[config.mk]
export PLATFORM = sky130hd
export DESIGN_NAME = barrel_shift_pipe
export DESIGN_NICKNAME = d
export VERILOG_FILES = /design/src/rtl/bsp_pkg.sv /design/src/rtl/barrel_shift_pipe_stage.sv /design/src/rtl/barrel_shift_pipe.sv
export SDC_FILE = /design/constraint.sdc
export NUM_CORES = 1
export LEC_CHECK = 0
export BUFFER_PORTS_ARGS = -buffer_cell sky130_fd_sc_hd__buf_2
export CAP_MARGIN = 0
export CORE_ASPECT_RATIO = 1.1
export CORE_UTILIZATION = 40
export CTS_CLUSTER_DIAMETER = 80
export CTS_CLUSTER_SIZE = 24
export DETAILED_ROUTE_END_ITERATION = 7
export PLACE_DENSITY = 0.69
export REMOVE_ABC_BUFFERS = 1
export SYNTH_ARGS = -nofsm -noshare
export SYNTH_HDL_FRONTEND = slang
export SYNTH_SLANG_ARGS = --single-unit
export TNS_END_PERCENT = 1
[constraint.sdc]
create_clock -name clk -period 1.4 [get_ports clk]
set_input_delay 0.07 -clock clk [delete_from_list [all_inputs] [get_ports clk]]
set_output_delay 0.07 -clock clk [all_outputs]
set_load 0.1 [all_outputs]
[src/rtl/bsp_pkg.sv]
// Shared types for the barrel_shift_pipe slice: op encoding, stage record, width.
package bsp_pkg;
    localparam int BSP_WIDTH  = 8;
    localparam int BSP_STAGES = 3;

    typedef enum logic [1:0] {
        OP_LSL = 2'b00,
        OP_LSR = 2'b01,
        OP_ASR = 2'b10,
        OP_ROR = 2'b11
    } op_t;

    typedef struct packed {
        logic                  valid;
        logic [BSP_WIDTH-1:0]  data;
        logic [BSP_STAGES-1:0] amt;
        op_t                   op;
    } stage_t;
endpackage

[src/rtl/barrel_shift_pipe_stage.sv]
// One combinational shift row: shifts by SHIFT when en is set, fill chosen by op.
module shift_stage
    import bsp_pkg::*;
#(
    parameter int SHIFT = 1
) (
    input  logic [BSP_WIDTH-1:0] din,
    input  logic                 en,
    input  op_t                  op,
    output logic [BSP_WIDTH-1:0] dout
);
    localparam int W = BSP_WIDTH;

    logic [W-1:0] shifted;

    always_comb begin
        case (op)
            OP_LSL:  shifted = {din[W-1-SHIFT:0], {SHIFT{1'b0}}};
            OP_LSR:  shifted = {{SHIFT{1'b0}}, din[W-1:SHIFT]};
            OP_ASR:  shifted = {{SHIFT{din[W-1]}}, din[W-1:SHIFT]};
            default: shifted = {din[SHIFT-1:0], din[W-1:SHIFT]};
        endcase
        dout = en ? shifted : din;
    end
endmodule

[src/rtl/barrel_shift_pipe.sv]
// Three-stage pipelined 8-bit shift/rotate with valid/ready and a global stall.
// Optional out_zero flag enabled by defining BSP_ZERO_FLAG_EN.
module barrel_shift_pipe
    import bsp_pkg::*;
#(
    parameter int WIDTH  = BSP_WIDTH,
    parameter int STAGES = BSP_STAGES
) (
    input  logic             clk,
    input  logic             rst_n,
    input  logic             in_valid,
    output logic             in_ready,
    input  logic [WIDTH-1:0] in_data,
    input  logic [2:0]       in_amt,
    input  logic [1:0]       in_op,
    output logic             out_valid,
    input  logic             out_ready,
    output logic [WIDTH-1:0] out_data
`ifdef BSP_ZERO_FLAG_EN
    ,
    output logic             out_zero
`endif
);
    stage_t [STAGES-1:0] st_q;
    stage_t [STAGES-1:0] st_d;
    logic                stall;

    // Stall only when a real result is blocked; bubbles never hold up input.
    assign stall    = st_q[STAGES-1].valid && !out_ready;
    assign in_ready = !stall;

    genvar k;
    generate
        for (k = 0; k < STAGES; k++) begin : g_stage
            stage_t           src;
            logic [WIDTH-1:0] shifted;

            if (k == 0) begin : g_head
                assign src = '{valid: in_valid, data: in_data, amt: in_amt, op: op_t'(in_op)};
            end else begin : g_body
                assign src = st_q[k-1];
            end

            shift_stage #(.SHIFT(1 << k)) u_stage (
                .din  (src.data),
                .en   (src.amt[k]),
                .op   (src.op),
                .dout (shifted)
            );

            assign st_d[k] = '{valid: src.valid, data: shifted, amt: src.amt, op: src.op};
        end
    endgenerate

    always_ff @(posedge clk or negedge rst_n) begin
        if (!rst_n)
            st_q <= '0;
        else if (!stall)
            st_q <= st_d;
    end

    assign out_valid = st_q[STAGES-1].valid;
    assign out_data  = st_q[STAGES-1].data;

`ifdef BSP_ZERO_FLAG_EN
    logic zero_q;

    always_ff @(posedge clk or negedge rst_n) begin
        if (!rst_n)
            zero_q <= 1'b0;
        else if (!stall)
            zero_q <= (st_d[STAGES-1].data == '0);
    end

    assign out_zero = zero_q;
`endif

    // Amount bits already consumed and the final op are carried but never read.
    logic unused_tail;
    assign unused_tail = ^{st_q[0].amt[0], st_q[1].amt[1:0], st_q[2].amt, st_q[2].op};
endmodule

==> qor.txt <==
Outcome - finished clean
DRT iter0 DRCs - 78
Async SR Flop Fraction - 1.000
Row count - 24
Worst min path class - input pin to flip-flop
Worst slack at placement - 0.09076 ns
Final period util - 0.9295
Post-synthesis register bit count - 34
Clock share of power - 0.157
Crit Path Class - flip-flop to flip-flop
DP HPWL - 2.477 mm
Final Wtd Congestion - 0.7930
Max Buffers Root-to-Sink - 2
Worst stage delay on the critical path - 0.43 ns
CTS tree - done
Setup ws final - 0.09863 ns
Routed vias - 1400
Fmax - 768.4 MHz
Setup TNS Final - 0 ns
Hold Vio Cnt, Final - 0
Total routed wirelength - 3.390 mm
Buffers and inverters on the worst path - 0
Synth cell types - 25
Internal Dissipation - 2.397 mW
Synth Warn # - 0
I/O pin count - 27
Placed cell areas - 1901 µm²
RSZ-0062 raised after global routing - false
Final min period - 1.301 ns
Layout cells sized above 1 - 0.2311
DIE HEIGHT - 70.01 µm
Worst slew pin tran - 0.4871 ns
Initial antenna violation count - 0
Skew final - 0.002439 ns
Hold Slack - 0.07222 ns
First-pass GRT wire length - 6.182 mm
# DRC - 0
Leak Pwr - 0.9333 nW
Grt ovf - 0
Peak supply drop - 0.5751 mV
Post-synthesis sequential area ratio - 0.5060
Initial Util - 0.4211
Nets - 241
Most frequent cells in the layout - 43 x nand2_1, 34 x dfrtp_1, 26 x o21ai_0
Filler Cells Inserted - 402
IO Port Bufs - 26
Mapped Cells - 189
Largest net degree at the start of global routing - 35
Most common cell after layout, fill and taps aside - nand2_1
Post-synth EDFFs - 0
ANT cells - 0
Synth-to-Final Area Change - 22.40%
Sequential share of power - 0.359
Synth top area share - 0.5060
TritonCTS buffer count - 5
Worst Setup Start Kind - flip-flop
Power Density - 2300 nW/µm²
Sw Share - 0.4937
Synth area leader - dfrtp_1
Synth top area cells - dfrtp_1 51%, nand2_1 9.6%, o21ai_0 7.7%
Slew margin rel. - 0.6775
Clock sink count - 34
CTS clock-pin slew for the worst setup and hold paths - 0.07 ns
Crit path arrival time - 1.47 ns
Syn avg cell area - 8.897 µm²
Htree depth - 2
Comb pwr share - 0.483
Wire length per cell - 12.24 µm
Prevailing post-synth register cell - dfrtp_1
Root buf cell - clkbuf_8
Slowest cell on crit path - dfrtp_1
CP max FO - 5
Worst path top cell family by delay - flip-flops
Core Region - 3994 µm²
Die Wd - 63.82 µm
Maxcap violations - 0
# setup viols final - 0
Final Max Tran Viols - 0
Vias in the first global route - 1363
Vias per inst - 5.054
Total GRT Usage - 0.1813
Number of iterations in the first detailed-routing pass - 4
Clock latency on the worst-skew pair - 0.29 ns
Post-Layout Inst Area - 2058 µm²
Post-route ant nets - 0
Netlist Area Pre-Place - 1682 µm²
Die area - 4468 µm²
Req. time, crit path - 1.57 ns
NetSw - 2.337 mW
Crit end category - flip-flop
Critical path cell sequence - mux2_1 > a221oi_1 > o21ai_1
layer usage:
| layer | up-vias | track usage | wire [µm] |
|---|---|---|---|
| li1 | 735 | - | - |
| met1 | 627 | 0.2021 | 1420 |
| met2 | 33 | 0.3132 | 1751 |
| met3 | 5 | 0.05392 | 155 |
| met4 | 0 | 0.08333 | 63 |
| met5 | - | 0 | 0 |
through the flow:
| stage | utilization | instances | power [mW] |
|---|---|---|---|
| after CTS | 0.5097 | 275 | 4.742 |
| after floorplan | - | 178 | 3.417 |
| after global placement | 0.4759 | 263 | 3.920 |
| after global routing | 0.5154 | 277 | 5.053 |
| final | 0.5154 | 277 | 4.735 |
| after detailed placement | 0.4759 | 263 | 3.975 |
kinds of logic after synthesis:
kind of cell	Yosys count	share of synthesized area
AND/OR/NAND/NOR	69	0.1644
buffers and inverters	19	0.05283
multiplexers	3	0.02009
flip-flops	34	0.5060
AO/OA/AOI/OAI	63	0.2515
XOR/XNOR	1	0.005209
synth_stat cells, types with 2 or more instances:
master,number
o311a_2,2
nor2_1,17
o21a_1,8
o22ai_1,2
inv_1,6
clkbuf_1,2
nor3_1,4
mux2_2,2
a31oi_1,3
buf_2,8
o21ai_0,26
o21ai_1,2
inv_2,2
dfrtp_1,34
nand2_1,43
a221oi_1,7
a211oi_1,11
or3_1,3
worst reg2reg max path, stage by stage (launching register included):
cell and delay [ns]:
dfrtp_1 0.43, mux2_1 0.34, a221oi_1 0.30, o21ai_1 0.11
power by group through the flow:
| stage | clock network [mW] | logic, mW | registers, mW |
|---|---|---|---|
| after floorplan | 0 | 0.815 | 2.60 |
| final | 0.745 | 2.29 | 1.70 |
| after global placement | 0 | 2.23 | 1.69 |
| after global routing | 0.810 | 2.48 | 1.76 |
| after CTS | 0.767 | 2.27 | 1.70 |
| after detailed placement | 0 | 2.25 | 1.72 |
path summary, 6_finish.rpt:
path	startpoint	to	slack (ns)	cells past startpoint
worst max-delay path	g_stage[1].src[0]	g_stage[2].src[11]	0.1	3
worst min-delay path	in_data[0]	g_stage[1].src[5]	0.07	3
worst max register to register	g_stage[1].src[0]	g_stage[2].src[11]	0.1	3
worst min register to register	g_stage[2].src[13]	out_valid	0.47	1
max in group asynchronous	rst_n	g_stage[2].src[12]	0.78	3
min in group asynchronous	rst_n	out_data[6]	0.33	3
state kept, by name (all words and copies together), names as in the netlist:
name,count
g_stage.src,25
out_data,8
out_valid,1
final cells by class:
class                   count  area, µm²  share of cell area
flip-flops and latches     34      850.8              0.4134
multi-input cells         136      752.0              0.3654
repair buffers             39      269.0              0.1307
clock buffers               7      86.33             0.04195
well taps                  52      65.06             0.03161
inverters                   8      30.03             0.01459
clock inverters             1      5.005            0.002432
repair_timing:
item	in CTS	in global routing
hold buffers	4	0
buffers inserted	0	2
pin swaps	0	0
resized for setup	1	3
endpoints found under the setup margin	1	2
endpoints found under the hold margin	37	0
(Power assumes the default switching activity.)
